[src/rtl/fir_out_stage_pkg.sv]
// fir_out_stage_pkg
// Shared FIR package: the control broadcast seen by every tile, the
// tile-to-tile bus, the psum/sample data bus and the output-stage state enum.
// No ports; imported by the FIR tile chain and by fir_out_stage.

package fir_out_stage_pkg;

    localparam int FIR_DATA_W  = 32;
    localparam int FIR_OUT_W   = 16;
    localparam int FIR_SHIFT_W = 5;
    localparam int FIR_MODE_W  = 2;
    localparam int FIR_NUM_W   = 16;

    typedef struct packed {
        logic                  valid;
        logic [FIR_DATA_W-1:0] data;
    } FIR_DATA_BUS;

    typedef struct packed {
        FIR_DATA_BUS sample;
        FIR_DATA_BUS psum;
    } FIR_TILE_TO_TILE;

    typedef struct packed {
        logic                   valid;
        logic                   flush;
        logic [FIR_MODE_W-1:0]  mode;
        logic [FIR_SHIFT_W-1:0] shift;
        logic [FIR_NUM_W-1:0]   num;
    } FIR_CONT_TO_TILE;

    typedef enum logic [1:0] {
        FIR_OUT_IDLE,
        FIR_OUT_WARMUP,
        FIR_OUT_RUN
    } FIR_OUT_STATE_E;

    // Number of leading psums that are still filling the tap line and must
    // be thrown away before the first valid output.
    function automatic logic [FIR_NUM_W-1:0] fir_warm_count(input logic [FIR_NUM_W-1:0] num);
        return (num == '0) ? '0 : num - FIR_NUM_W'(1);
    endfunction

endpackage

[src/rtl/fir_out_stage_if.sv]
// fir_out_stage_if
// Valid/ready stream carrying the final signed output samples.
//   out_valid : sample available (driven by the master)
//   out_data  : signed sample, OUT_W bits (driven by the master)
//   out_ready : sink accepts the sample (driven by the slave)

interface fir_out_stage_if
    import fir_out_stage_pkg::*;
#(
    parameter int OUT_W = FIR_OUT_W
);

    logic             out_valid;
    logic [OUT_W-1:0] out_data;
    logic             out_ready;

    modport master (
        output out_valid,
        output out_data,
        input  out_ready
    );

    modport slave (
        input  out_valid,
        input  out_data,
        output out_ready
    );

endinterface

[src/rtl/fir_out_stage_fifo.sv]
// fir_out_fifo
// Show-ahead FIFO: the head entry is visible whenever the FIFO is not empty.
//   clk, rst_n : clock, asynchronous active-low reset
//   flush      : empties the FIFO, wins over push and pop
//   push       : write push_data (push together with pop is legal when full)
//   pop        : drop the head entry (ignored when empty)
//   head_valid : FIFO not empty
//   head_data  : head entry, forced to zero while empty
//   count      : number of stored entries

module fir_out_fifo
    import fir_out_stage_pkg::*;
#(
    parameter int WIDTH = FIR_OUT_W,
    parameter int DEPTH = 4
) (
    input  logic                       clk,
    input  logic                       rst_n,
    input  logic                       flush,
    input  logic                       push,
    input  logic [WIDTH-1:0]           push_data,
    input  logic                       pop,
    output logic                       head_valid,
    output logic [WIDTH-1:0]           head_data,
    output logic [$clog2(DEPTH+1)-1:0] count
);

    localparam int PW = (DEPTH > 1) ? $clog2(DEPTH) : 1;
    localparam int CW = $clog2(DEPTH + 1);

    logic [WIDTH-1:0] mem [DEPTH];
    logic [PW-1:0]    rd_ptr;
    logic [PW-1:0]    wr_ptr;
    logic             empty;
    logic             full;
    logic             do_push;
    logic             do_pop;

    assign empty = (count == '0);
    assign full  = (count == CW'(DEPTH));

    // A push into a full FIFO is only legal when the head leaves in the same
    // cycle, which frees the slot being written.
    assign do_pop  = pop && !empty;
    assign do_push = push && (!full || do_pop);

    assign head_valid = !empty;
    assign head_data  = empty ? '0 : mem[rd_ptr];

    always_ff @(posedge clk) begin
        if (do_push && !flush) begin
            mem[wr_ptr] <= push_data;
        end
    end

    always_ff @(posedge clk or negedge rst_n) begin
        if (!rst_n) begin
            rd_ptr <= '0;
            wr_ptr <= '0;
            count  <= '0;
        end else if (flush) begin
            rd_ptr <= '0;
            wr_ptr <= '0;
            count  <= '0;
        end else begin
            if (do_push) begin
                wr_ptr <= (wr_ptr == PW'(DEPTH - 1)) ? '0 : wr_ptr + PW'(1);
            end
            if (do_pop) begin
                rd_ptr <= (rd_ptr == PW'(DEPTH - 1)) ? '0 : rd_ptr + PW'(1);
            end
            count <= count + CW'(do_push) - CW'(do_pop);
        end
    end

    // The upstream credit scheme must guarantee that nothing is ever lost.
    a_no_overflow: assert property (@(posedge clk) disable iff (!rst_n)
        !(push && !flush && full && !pop));

endmodule

[src/rtl/fir_out_stage.sv]
// fir_out_stage
// Output post-processing of the FIR chain: drops warm-up psums, rounds or
// truncates while right-shifting, saturates to OUT_W and buffers the result.
//   clk, rst_n     : clock, asynchronous active-low reset
//   cont_in        : control broadcast (valid, flush, mode, shift, num)
//   from_last_tile : last tile output, only psum.valid/psum.data are used
//   tile_ready     : back-pressure to the last tile (its next_ready)
//   out_if         : valid/ready output sample stream (master side)
//   sat_flag       : sticky, some sample was clamped since reset/flush
//   out_count      : samples delivered since reset/flush, wraps

module fir_out_stage
    import fir_out_stage_pkg::*;
#(
    parameter int ACC_W = FIR_DATA_W,
    parameter int OUT_W = FIR_OUT_W,
    parameter int DEPTH = 4,
    parameter int CNT_W = 16
) (
    input  logic                  clk,
    input  logic                  rst_n,
    input  FIR_CONT_TO_TILE       cont_in,
    input  FIR_TILE_TO_TILE       from_last_tile,
    output logic                  tile_ready,
    fir_out_stage_if.master       out_if,
    output logic                  sat_flag,
    output logic [CNT_W-1:0]      out_count
);

    localparam int FCNT_W = $clog2(DEPTH + 1);
    localparam int OCC_W  = FCNT_W + 2;

    localparam logic signed [ACC_W:0] SAT_MAX = {{(ACC_W-OUT_W+2){1'b0}}, {(OUT_W-1){1'b1}}};
    localparam logic signed [ACC_W:0] SAT_MIN = {{(ACC_W-OUT_W+2){1'b1}}, {(OUT_W-1){1'b0}}};

    FIR_OUT_STATE_E           state_q;
    FIR_OUT_STATE_E           state_d;
    logic [FIR_NUM_W-1:0]     warm_q;
    logic [FIR_NUM_W-1:0]     warm_d;
    logic [FIR_NUM_W-1:0]     cfg_warm;
    logic [FIR_SHIFT_W-1:0]   shift_q;
    logic                     trunc_q;

    logic                     cfg_load;
    logic                     flush;
    logic                     take;
    logic                     take_run;

    logic [ACC_W-1:0]         psum_data;
    logic signed [ACC_W:0]    psum_ext;
    logic signed [ACC_W:0]    round_add;
    logic signed [ACC_W:0]    shifted;

    logic                     s1_valid;
    logic signed [ACC_W:0]    s1_data;
    logic                     sat_hi;
    logic                     sat_lo;
    logic [OUT_W-1:0]         clamped;
    logic                     s2_valid;
    logic [OUT_W-1:0]         s2_data;

    logic [FCNT_W-1:0]        fifo_count;
    logic [OCC_W-1:0]         occupancy;
    logic                     fifo_valid;
    logic [OUT_W-1:0]         fifo_data;
    logic                     pop;

    logic                     unused_inputs;

    assign unused_inputs = ^{from_last_tile.sample, cont_in.mode[FIR_MODE_W-1:1]};

    assign cfg_load  = cont_in.valid && !cont_in.flush;
    assign flush     = cont_in.valid && cont_in.flush;
    assign cfg_warm  = fir_warm_count(cont_in.num);
    assign psum_data = from_last_tile.psum.data;

    // Everything already in flight counts against the FIFO, so an accepted
    // psum always has a slot waiting when it reaches the write port.
    assign occupancy  = OCC_W'(fifo_count) + OCC_W'(s1_valid) + OCC_W'(s2_valid);
    assign tile_ready = (state_q == FIR_OUT_IDLE) || (occupancy < OCC_W'(DEPTH));

    // IDLE keeps tile_ready high only to drain the tile; those psums are dropped.
    assign take     = from_last_tile.psum.valid && tile_ready && (state_q != FIR_OUT_IDLE);
    assign take_run = take && (state_q == FIR_OUT_RUN);

    always_ff @(posedge clk or negedge rst_n) begin
        if (!rst_n) begin
            shift_q <= '0;
            trunc_q <= 1'b0;
        end else if (cfg_load) begin
            shift_q <= cont_in.shift;
            trunc_q <= cont_in.mode[0];
        end
    end

    always_ff @(posedge clk or negedge rst_n) begin
        if (!rst_n) begin
            state_q <= FIR_OUT_IDLE;
            warm_q  <= '0;
        end else begin
            state_q <= state_d;
            warm_q  <= warm_d;
        end
    end

    // A psum arriving with a new config is judged by the current state; the
    // reloaded warm-up count only applies from the next cycle.
    always_comb begin
        state_d = state_q;
        warm_d  = warm_q;
        if (flush) begin
            state_d = FIR_OUT_IDLE;
            warm_d  = '0;
        end else if (cfg_load) begin
            warm_d  = cfg_warm;
            state_d = (cfg_warm != '0) ? FIR_OUT_WARMUP : FIR_OUT_RUN;
        end else if (take && (state_q == FIR_OUT_WARMUP)) begin
            warm_d = warm_q - FIR_NUM_W'(1);
            if (warm_q == FIR_NUM_W'(1)) begin
                state_d = FIR_OUT_RUN;
            end
        end
    end

    // One extra bit of headroom keeps the rounding add from wrapping even
    // at the largest shift.
    always_comb begin
        psum_ext  = $signed({psum_data[ACC_W-1], psum_data});
        round_add = '0;
        if (!trunc_q && (shift_q != '0)) begin
            round_add = (ACC_W+1)'(1) << (shift_q - FIR_SHIFT_W'(1));
        end
        shifted = (psum_ext + round_add) >>> shift_q;
    end

    always_comb begin
        sat_hi  = (s1_data > SAT_MAX);
        sat_lo  = (s1_data < SAT_MIN);
        clamped = s1_data[OUT_W-1:0];
        if (sat_hi) begin
            clamped = SAT_MAX[OUT_W-1:0];
        end else if (sat_lo) begin
            clamped = SAT_MIN[OUT_W-1:0];
        end
    end

    always_ff @(posedge clk or negedge rst_n) begin
        if (!rst_n) begin
            s1_valid <= 1'b0;
            s1_data  <= '0;
            s2_valid <= 1'b0;
            s2_data  <= '0;
            sat_flag <= 1'b0;
        end else if (flush) begin
            s1_valid <= 1'b0;
            s2_valid <= 1'b0;
            sat_flag <= 1'b0;
        end else begin
            s1_valid <= take_run;
            if (take_run) begin
                s1_data <= shifted;
            end
            s2_valid <= s1_valid;
            if (s1_valid) begin
                s2_data <= clamped;
                if (sat_hi || sat_lo) begin
                    sat_flag <= 1'b1;
                end
            end
        end
    end

    assign pop = fifo_valid && out_if.out_ready;

    fir_out_fifo #(
        .WIDTH (OUT_W),
        .DEPTH (DEPTH)
    ) u_fifo (
        .clk        (clk),
        .rst_n      (rst_n),
        .flush      (flush),
        .push       (s2_valid),
        .push_data  (s2_data),
        .pop        (pop),
        .head_valid (fifo_valid),
        .head_data  (fifo_data),
        .count      (fifo_count)
    );

    assign out_if.out_valid = fifo_valid;
    assign out_if.out_data  = fifo_data;

    always_ff @(posedge clk or negedge rst_n) begin
        if (!rst_n) begin
            out_count <= '0;
        end else if (flush) begin
            out_count <= '0;
        end else if (pop) begin
            out_count <= out_count + CNT_W'(1);
        end
    end

endmodule

[src/flat_wrapper.sv]
// flat-port wrapper written by rule: the top's interface ports become plain ports
module fir_out_stage_flat import fir_out_stage_pkg::*;
#(
    parameter int ACC_W = FIR_DATA_W,
    parameter int OUT_W = FIR_OUT_W,
    parameter int DEPTH = 4,
    parameter int CNT_W = 16
)
  (clk, rst_n, cont_in, from_last_tile, tile_ready, sat_flag, out_count, out_if_out_valid, out_if_out_data, out_if_out_ready);
  fir_out_stage_if #(.OUT_W(OUT_W)) out_if_i ();
  input  logic clk;
  input  logic rst_n;
  input  FIR_CONT_TO_TILE cont_in;
  input  FIR_TILE_TO_TILE from_last_tile;
  output logic tile_ready;
  output logic sat_flag;
  output logic [CNT_W-1:0] out_count;
  output wire logic [$bits(out_if_i.out_valid)-1:0] out_if_out_valid;
  output wire logic [$bits(out_if_i.out_data)-1:0] out_if_out_data;
  input wire logic [$bits(out_if_i.out_ready)-1:0] out_if_out_ready;
  assign out_if_out_valid = out_if_i.out_valid;
  assign out_if_out_data = out_if_i.out_data;
  assign out_if_i.out_ready = out_if_out_ready;
  fir_out_stage #(.ACC_W(ACC_W), .OUT_W(OUT_W), .DEPTH(DEPTH), .CNT_W(CNT_W)) u_core (.clk(clk), .rst_n(rst_n), .cont_in(cont_in), .from_last_tile(from_last_tile), .tile_ready(tile_ready), .out_if(out_if_i), .sat_flag(sat_flag), .out_count(out_count));
endmodule
[config.mk]
export PLATFORM = sky130hd
export DESIGN_NAME = fir_out_stage_flat
export DESIGN_NICKNAME = d
export VERILOG_FILES = /design/src/rtl/fir_out_stage_pkg.sv /design/src/rtl/fir_out_stage_if.sv /design/src/rtl/fir_out_stage_fifo.sv /design/src/rtl/fir_out_stage.sv /design/src/flat_wrapper.sv
export SDC_FILE = /design/constraint.sdc
export NUM_CORES = 1
export LEC_CHECK = 0
export BUFFER_PORTS_ARGS = -buffer_cell sky130_fd_sc_hd__buf_4
export CAP_MARGIN = 15
export CORE_UTILIZATION = 54
export CTS_CLUSTER_DIAMETER = 60
export DETAILED_ROUTE_END_ITERATION = 12
export PLACE_DENSITY = 0.77
export SLEW_MARGIN = 20
export SYNTH_ARGS = -nofsm -noshare
export SYNTH_HDL_FRONTEND = slang
export SYNTH_SLANG_ARGS = --single-unit
export TNS_END_PERCENT = 30
[constraint.sdc]
create_clock -name clk -period 4.3 [get_ports clk]
set_clock_uncertainty 0.1 [all_clocks]
set_input_delay 0.215 -clock clk [delete_from_list [all_inputs] [get_ports clk]]
set_output_delay 0.215 -clock clk [all_outputs]
set_load 0.01 [all_outputs]
# [After elaboration in Yosys (flattened, before gate mapping)]
# Memory sizes are Yosys's and may differ from the RTL's.
# Cells that the tools add are included.
[word_totals] out_inout_bits=35 wordCells=102 mem_bits_rw=64 input_bits=94 latch_bits=0 mem_bits_ro=0 ff_bits=99 mem_count=1
[classes] addsub=11 shifts=2 n_eq_ne=6 multipliers=0 n_lt_le_gt_ge=3 n_div=0 n_bitwise=1 muxes=29 n_reduce_logical=36
[mem_list] memory="u_core.u_fifo.mem" words=4 width=16 rd=1 rd_clocked_by_memory_dff=0 write_ports=1 line_no="fir_out_stage_fifo.sv:31" text="logic [WIDTH-1:0] mem [DEPTH];"
[op_table] op="$mux 16" count=9
[op_table] op="$add 32x33->33" count=1
[op_table] op="$gt 33x16->1 const B" count=1
[op_table] op="$lt 33x16->1 const B" count=1
[op_table] op="$mux 33" count=1
[op_table] op="$shl 1x5->33 const A" count=1
[op_table] op="$sshr 33x5->33" count=1
[op_table] op="$sub 16x1->16 const B" count=2
[op_table] op="$mux 2" count=11
[op_table] op="$add 16x1->16 const B" count=1
[op_table] op="$eq 16x1->1 const B" count=1
[op_table] op="$logic_not 16->1" count=1
[op_table] op="$reduce_bool 16->1" count=1
[op_table] op="$reduce_bool 2->1" count=6
[op_table] op="$logic_and 1x1->1" count=11
[op_table] op="$reduce_and 2->1" count=4
[op_table] op="$mux 1" count=7
[op_table] op="$eq 2x2->1 const B" count=3
[op_table] op="$reduce_bool 3->1" count=2
[op_table] op="$add 5x1->5" count=1
[op_table] op="$logic_not 1->1" count=5
[op_table] op="$lt 5x3->1 const B" count=1
[op_table] op="$reduce_bool 5->1" count=1
[op_table] op="$sub 5x1->5 const B" count=1
[op_table] op="other kinds (11)" count=14

# [Depth between registers and ports, before layout]
# Gate-level depths: netlist of the first run.
[logic_depth] depth_word=10 mapped_depth=22 mapped_depth_nobuf=15

# [By module]
# A second synthesis of the first run with hierarchy kept.
[unflattened] cells_unflattened=1294 area_unflattened_um2=11850.1
[by_module_without_submodules] mod="fir_out_stage" cells_each=1147 n_inst=1 area_each_um2=8929.8
[by_module_without_submodules] mod="fir_out_fifo" cells_each=147 n_inst=1 area_each_um2=2920.3

# [Worst setup path after synthesis of the first run]
# OpenSTA, ideal clock, no wires.
[synth_timing] path_kind="flip-flop to flip-flop" from="register u_core.shift_q[0]" to="register u_core.s1_data[9]" path_slack_ns=-0.298 arrival_time_ns=4.397 synth_period_minus_slack_ns=4.598 path_stages_with_launch=18 required_ns=4.099 cell_sequence="dfrtp_1 clkbuf_1 buf_1 clkbuf_1 buf_1 nand3_1 nor2_1 ha_1 a21oi_1 o21ai_1 o21ai_0 o211a_1 nor4_1 or3_1 mux2_2 mux2_2 and2_0 o32ai_1"
[synth_via] elab_chain_cells=5 word_cells_on_any_way=7 classes_between="add/sub: 2; shift: 2; mux: 1; reduce/logical: 2"
[synth_lines] element="from (decl)" line_no="fir_out_stage.sv:41" text="logic [FIR_SHIFT_W-1:0] shift_q;"
[synth_lines] element="from (signal assigned)" line_no="fir_out_stage.sv:91" text="shift_q <= cont_in.shift;"
[synth_lines] element="$sub 5x1->5 or $reduce_bool 5->1 (tied branches)" line_no="fir_out_stage.sv:131, fir_out_stage.sv:130"
[synth_lines] element="$shl 1x5->33 or $logic_and 1x1->1 (tied branches)" line_no="fir_out_stage.sv:131, fir_out_stage.sv:130"
[synth_lines] element="$mux 33" line_no="fir_out_stage.sv:130" text="if (!trunc_q && (shift_q != '0)) begin"
[synth_lines] element="$add 32x33->33" line_no="fir_out_stage.sv:133" text="shifted = (psum_ext + round_add) >>> shift_q;"
[synth_lines] element="$sshr 33x5->33 *" line_no="fir_out_stage.sv:133"
[synth_lines] element="to (signal assigned)" line_no="fir_out_stage.sv:161" text="s1_data <= shifted;"
[synth_lines] element="to (decl)" line_no="fir_out_stage.sv:55" text="logic signed [ACC_W:0] s1_data;"
# Every way passes the cells marked *; elsewhere a longest branch is shown, timed or not.
# A chain may end at the register's enable or synchronous reset.

# [Final worst setup path of the first run]
# Ends and elaborated chain as after synthesis.

==> results.txt, run 1 <==
- Status: completed
- Number of enable flip-flop cells after synthesis: 64
- STA classifies the critical path startpoint as a register.
- After synthesis, the cell types taking the most area are dfrtp_1, edfxtp_1, nor2_1.
* Worst setup margin: 0.0697 ns
- Die Area: 0.0222 mm2
- Total I/O pin count: 129
- Along the worst path, the maximum fanout reaches 6.
- TritonCTS built the clock tree.
* Number of nets with antenna violations after detailed routing: 0
* Cell taking the most area after synthesis: dfrtp_1
- Yosys printed 0 warnings.
* Mapped Area: 0.0116 mm2
* Setup Viol. Count Final: 0
* Die Width: 149 um
- Total overflow reported by the global router: 0
* Worst slew margin relative to its limit: 0.349
* Source-to-sink clock delay at the later pin of the worst-skew pair: 0.42 ns
- For this run, the total global-route usage over all layers was measured as 0.303.
- Setup repair after global routing could not meet its margin everywhere.
* Fin Hold WS: 0.0353 ns
- Achievable Freq: 236 MHz
* Slowest stage cell on the critical path: a2111o_1
- Proportion of layout cells with a drive suffix above 1: 0.237
* Max Cap Violations: 0
- For this design the ratio of total power to cell area is 425 mW/mm2.
- In this run the critical register-to-register path is launched from u_core.shift_q[0].
- The first global-routing pass estimated 52800 um of wire.
* Core area: 0.0211 mm2
- Summing over every cut layer, the via total after detailed routing is 11000.
- Seq/Total Area, Yosys: 0.378
- After detailed routing, the wire length on met1 is 13400 um.
* # H-tree levels: 4
* Layout-stage area growth over the synthesis result: 22.4%
* Antenna Diode Count: 0
- The worst-case IR drop observed on VDD is 316 uV.
* Share of flip-flops with an asynchronous set or reset: 0.607
- For the worst setup path, the data required time is 4.52 ns.
- Timing analysis after detailed placement gives a worst setup slack of -0.0246 ns.
- DRC: 0
- Number of global-route vias before repair: 10400
* Synth Instances: 1312
- Adding up every negative setup slack in the final design gives 0 ns.
- Final total power: 6.05 mW
- Number of distinct library cell variants in the gate-level netlist after synthesis: 80
- Clock tree synthesis inserted a total of 17 buffers.
* Measured slew at the worst slew-check pin: 0.964 ns
- In this run the mean area of a mapped cell was 8.87 um2.
- Once layout is complete, the utilization of the core stands at 0.676.
- The number of pins exceeding their max-slew limit in the final report came to 0.
- DP HPWL: 24600 um
- The number of antenna violations at the first check in global routing came to 0.
* Via density per instance: 6.19
- Number of buffers inserted by port buffering: 94
* Max clock buf depth: 2
* Clock slew at reported path FFs: 0.06 ns
- Detailed Route Iter0 Violations: 957
- Subtracting the final worst setup slack from the clock period gives 4.23 ns.
- Top cells by count, synth: nor2_1, nand2_1, dfrtp_1, o21ai_0, a21oi_1
* Leakage power total: 5.88 nW
- In the finished design, the share of the clock period the worst path needs comes to 0.984.
- Worst path most repeated cell: mux2_2
- The highest layer touched by signal routing is met4.
- Synthesis-stage register bit count: 163
* Largest net degree at the start of global routing: 66
- Critical path capture point type: register
- Most common cell in the synthesized netlist: nor2_1
- Hold crit path type: in -> reg
* CTS sink cnt: 163
- The final layout contains 1624 nets.
* Post-Synthesis Net Count: 1454
- In the final routed layout, each cell accounts on average for 18.6 um.
- At the end of routability-driven placement, the weighted congestion stood at 0.965.
* Worst path max stage delay: 0.44 ns
- Setup CP Type: reg -> reg
- Cell Rows: 53
- The cell sitting at the root of the clock tree is a clkbuf_16.
- For this run, the detailed router's first-pass iteration total came to 5.
* Die span in y: 149 um
- Data arrival time of the critical path: 4.45 ns
* First element of the critical path: u_core.shift_q[0]
- The initial utilization of the core area, before any placement, comes to 0.552.
* Wire length on met3: 1750 um
* Count of fill cells added during filler insertion: 1720
* Cell breakdown of the critical path: inv_1, buf_4, nand2_1, nor2_1, ha_2, nand4_2, or2_2, a2111o_1, a21oi_2, nor4b_1, or3_1, mux2_2, mux2_2, and2_0, o32ai_2
- Final routed wirelength across all metal layers: 32900 um
* Startpoint of the tightest hold check path: cont_in[5]
- Final count of hold timing violations: 0
- Of the post-synthesis cell area, the dominant cell type holds 0.213.
- Among all flip-flop cells after synthesis, the most frequent one is dfrtp_1.
* DR WL met2: 16500 um
## power by group
| group | switching (mW) | total [mW] | internal [mW] | leakage, nW |
|---|---|---|---|---|
| Combinational | 1.13 | 2.14 | 1.01 | 3.75 |
| Sequential | 0.373 | 2.37 | 2.00 | 1.83 |
| Clock | 0.618 | 1.54 | 0.926 | 0.296 |
| Total | 2.12 | 6.05 | 3.93 | 5.88 |
## sequential cells by signal, summed over array words and instances (netlist names)
name                  count
u_core.u_fifo.mem        64
u_core.s1_data           33
u_core.out_count         16
u_core.s2_data           16
u_core.warm_q            16
u_core.shift_q            5
u_core.u_fifo.count       3
u_core.state_q            2
u_core.u_fifo.rd_ptr      2
u_core.u_fifo.wr_ptr      2
u_core.s1_valid           1
u_core.s2_valid           1
u_core.sat_flag           1
u_core.trunc_q            1
## worst max-delay path: cells and delay by family, from the launching register on
kind	cells	cell delay, ns
AO/OA/AOI/OAI	3	0.92
adder cells (fa/ha/maj)	1	0.40
buffers and inverters	2	0.26
flip-flops	1	0.41
multiplexers	2	0.58
AND/OR/NAND/NOR	7	1.46
## placed cells by master, fill, tap and decap left out, types with 21 or more instances in the layout
cell	instances
inv_1	21
buf_4	216
xnor2_1	31
ha_1	40
and2_1	29
edfxtp_1	64
mux4_2	23
nand2_1	147
nor2_1	159
nand3_1	31
nor3_1	31
o211ai_1	21
dfrtp_1	96
a21oi_1	82
xor2_1	29
o21ai_0	91
## cell families after synthesis
| family | count (synthesis) | synth area share |
|---|---|---|
| and+or+nand+nor | 508 | 0.202 |
| AOI/OAI and AO/OA | 367 | 0.206 |
| DFF | 163 | 0.378 |
| buffers and inverters | 99 | 0.0325 |
| muxes | 64 | 0.0819 |
| xor gates and xnor gates | 62 | 0.0466 |
| adders and majority gates | 48 | 0.0529 |
| other | 1 | 0.000322 |
## repair_timing
action,CTS,global route
hold buffers,7,0
endpoints found under the setup margin,4,32
gates resized for setup,2,51
pin swaps,4,8
endpoints found under the hold margin,70,0
buffers inserted,1,2
## final cells by class
class / instances / area, um2 / share of cell area
Timing Repair Buffer: 225 / 1710 / 0.120
Clock buffer: 19 / 433 / 0.0304
Clock inverter: 13 / 178 / 0.0125
Multi-Input combinational cell: 1050 / 7080 / 0.497
Sequential cell: 163 / 4400 / 0.309
Tap cell: 275 / 344 / 0.0242
Inverter: 25 / 93.8 / 0.00659
## layer usage
layer,global-route usage,vias to the layer above
met5,0,-
met4,0.127,0
met3,0.0376,87
met2,0.530,425
met1,0.377,5232
li1,-,5208
## path summary, 6_finish.rpt
| path | endpoint | slack (ns) | cells past startpoint |
|---|---|---|---|
| worst min register to register | u_core.s1_data[27] | 0.41 | 1 |
| worst max register to register | u_core.s1_data[9] | 0.07 | 15 |
| min in group asynchronous | u_core.s2_data[0] | 0.34 | 2 |
| worst max-delay path | u_core.s1_data[9] | 0.07 | 15 |
| max in group asynchronous | u_core.shift_q[3] | 2.75 | 3 |
| worst min-delay path | u_core.warm_q[5] | 0.04 | 3 |
## metrics by stage
stage          std cells  instance area (um2)
2_1_floorplan       1312                11700
3_3_place_gp        1728                13300
3_5_place_dp        1728                13300
4_1_cts             1768                14000
5_1_grt             1770                14200
6_report            1770                14200
No activity file was read; power rests on OpenSTA's default activity.
==> inputs of run 2 (changes only) <==
Settings changed: CORE_UTILIZATION 54 to 55, PLACE_DENSITY 0.77 to 0.76.
Clock period 4.3 ns to 5 ns, I/O delays scaled along.
==> results.txt, run 2 (synthesis gave the netlist of run 1 again) <==
- The die height is 148 um (-0.90%).
- Placer Congestion: 0.981 (+1.7%)
* Sum Neg Setup Slack: 0 ns (unchanged)
- The path depth of the worst reg2reg path was 14 (-1).
- DRC: 0 (unchanged)
- Status: completed
- The global-route usage over all layers came to 0.300 (-0.00229).
- Cell breakdown of the critical path: nor2_1, nand3_1, nor2_1, ha_1, a211oi_1, o21ai_1, a211oi_1, o21ai_0, or4b_2, nand4_1, o221ai_1, o2bb2ai_1, a21boi_0, o32ai_1
* Number of antenna violations at the first check in global routing: 0 (unchanged)
* Number of buffers and inverters on the critical path: 0 (-2)
- The library cell used most frequently in the layout, excluding fill and tap cells, is nor2_1.
- Critical path capture point type: register
- Worst path max stage delay: 0.68 ns (+0.24 ns)
- The cell family contributing the most delay on the critical path is compound AO/OA/AOI/OAI gates.
- DP HPWL: 23700 um (-3.7%)
- Total via count in the routed design: 10600 (-3.6%)
- Number of nets in the layout: 1534 (-5.5%)
- Min Clock Period, post-route: 4.71 ns (+0.479 ns)
- Count of instances resized after the clock tree is built: 0 (-2)
- Final routed wirelength across all metal layers: 31800 um (-3.4%)
- Total overflow reported by the global router: 0 (unchanged)
* Total I/O pin count: 129 (unchanged)
- Max Cap Violations: 0 (unchanged)
- Slack of the worst reg-to-reg path: 0.29 ns (+0.22 ns)
* Slowest stage cell on the critical path: or4b_2
* Drt first pass iters: 7 (+2)
- Die Width: 148 um (-0.90%)
- The initial core utilization was 0.568 (+0.0160).
- The number of failing hold endpoints at the final stage came to 0 (unchanged).
- Number of CTS-inserted buffers: 17 (unchanged)
- Via density per instance: 6.30 (+1.9%)
- Clock slew at reported path FFs: 0.07 ns (about the same)
- Launch point of the worst reg-to-reg path: u_core.shift_q[4]
- The part of the cycle the worst path needs is 0.942 (-0.0420).
* Hold crit path type: in -> reg
- Number of global-route vias before repair: 10000 (-4.0%)
- Leakage power total: 5.43 nW (-7.7%)
- Detailed Route Iter0 Violations: 885 (-7.5%)
* Cell Pwr Density: 379 mW/mm2 (-11%)
* Peak supply drop: 237 uV (-25%)
* CTS sink cnt: 163 (unchanged)
* Number of buffers inserted by port buffering: 94 (unchanged)
- From synthesis to final layout, the design area changed by 14.5%.
- Registers with the most flip-flops: u_core.u_fifo.mem: 64 flops, u_core.s1_data: 33 flops
- Core occupancy in the finished layout: 0.651 (-0.0248)
* CTS tree: yes
- The count of endpoints failing setup in the final report is 0 (unchanged).
- Core area: 0.0205 mm2 (-2.8%)
* Endpoint of the worst register-to-register path: u_core.s1_data[9]
- Critical Path Fanout Max: 5 (-1)
- The worst hold slack is 0.0606 ns (+0.0254 ns).
- Register bank with the most flops: u_core.u_fifo.mem
- Startpoint Class: register
- The final antenna diode count is 0 (unchanged).
* Average wire length per cell after detail routing: 19.0 um (+2.1%)
- Flip-flop count of the largest register, all copies and words added: 64 (unchanged)
* Measured slew at the worst slew-check pin: 1.09 ns (+0.128 ns)
- In this run the most critical hold path is launched from cont_in[4].
- Cell Rows: 52 (-1.9%)
* Largest net degree at the start of global routing: 60 (-9.1%)
- The root buffer cell chosen for the clock tree is clkbuf_16.
* Die Area: 0.0218 mm2 (-1.8%)
* Max clock buf depth: 2 (unchanged)
- Leading cell types in the layout, fill and taps excluded: nor2_1, nand2_1, buf_4
- The count of nets left with antenna violations after detail routing is 0 (unchanged).
- Setup repair after global routing missed its margin: no
* Worst hold stages: 3 (unchanged)
- First element of the critical path: u_core.shift_q[4]
* Setup CP Type: reg -> reg
* Required time of the worst setup path: 5.23 ns (+0.71 ns)
* Source-to-sink clock delay at the later pin of the worst-skew pair: 0.44 ns (+0.02 ns)
- The number of pins exceeding their max-slew limit in the final report came to 0 (unchanged).
- The number of levels in the clock H-tree was 4 (unchanged).
- The critical path arrival came to 4.94 ns (+0.49 ns).
- Worst slew margin relative to its limit: 0.262 (-0.0862)
- The wire length of the first global-routing pass was 51700 um (-2.0%).
- The share of layout cells above drive strength 1 is 0.158 (-0.0795).
* Achievable Freq: 212 MHz (-10%)
- WHS Endpoint: u_core.warm_q[4]
## run 2: changes by cell type in the layout (fill, tap and decap cells not counted), moves of 6 or more
cell / change
ha_1: +6
o21ai_1: -6
buf_4: -89
o21ai_0: +7
## run 2: timing repair
| action | 4_1_cts | 5_1_grt |
|---|---|---|
| setup buffers | 0 | 0 |
| hold buffers | 7 | 0 |
| endpoints found under the hold margin | 46 | 0 |
## run 2: final cells by class
| type | instances | area [um2] |
|---|---|---|
| Clock buffer | 19 | 443 |
| Fill cell | 1738 | 7160 |
| Tap cell | 270 | 338 |
| Multi-Input combinational cell | 1050 | 6870 |
| Inverter | 25 | 93.8 |
| Timing Repair Buffer | 135 | 1040 |
| Sequential cell | 163 | 4400 |
| Clock inverter | 13 | 145 |
## run 2: worst reg2reg max path: stages, from the launching register on
cell and delay (ns):
dfrtp_1 0.40, nor2_1 0.37, nand3_1 0.31, nor2_1 0.26, ha_1 0.29, a211oi_1 0.29
o21ai_1 0.22, a211oi_1 0.29, o21ai_0 0.29, or4b_2 0.68, nand4_1 0.18, o221ai_1 0.23
o2bb2ai_1 0.42, a21boi_0 0.16, o32ai_1 0.13
## run 2: stage by stage
stage | power (mW) | cell area [um2] | instances | worst slack, ns
2_1_floorplan | 3.11 | 11600 | 1312 | 0.402
3_3_place_gp | 3.68 | 12700 | 1636 | 0.449
3_5_place_dp | 3.74 | 12700 | 1636 | 0.422
4_1_cts | 5.06 | 13300 | 1675 | 0.393
5_1_grt | 5.35 | 13300 | 1675 | 0.0131
6_report | 5.06 | 13300 | 1675 | 0.291
## run 2: worst max path at each step
stage	to	depth (start not counted)
3_3_place_gp	u_core.s1_data[9]	14
5_1_grt	u_core.s1_data[20]	15
2_1_floorplan	u_core.s1_data[9]	17
4_1_cts	u_core.s1_data[9]	14
3_5_place_dp	u_core.s1_data[9]	14
6_report	u_core.s1_data[9]	14
## run 2: routing by layer
metal	track usage	part of all wire	vias to the layer above
li1	-	-	5037
met1	0.403	0.43	5041
met2	0.491	0.48	423
met3	0.0546	0.065	58
met4	0.101	0.022	0
met5	0	0	-
## run 2: report_power, final
part           internal, mW  total [mW]  switching [mW]
Sequential             1.72        2.04           0.327
Clock                 0.757        1.31           0.555
Combinational         0.776        1.70           0.929
Total                  3.25        5.06            1.81
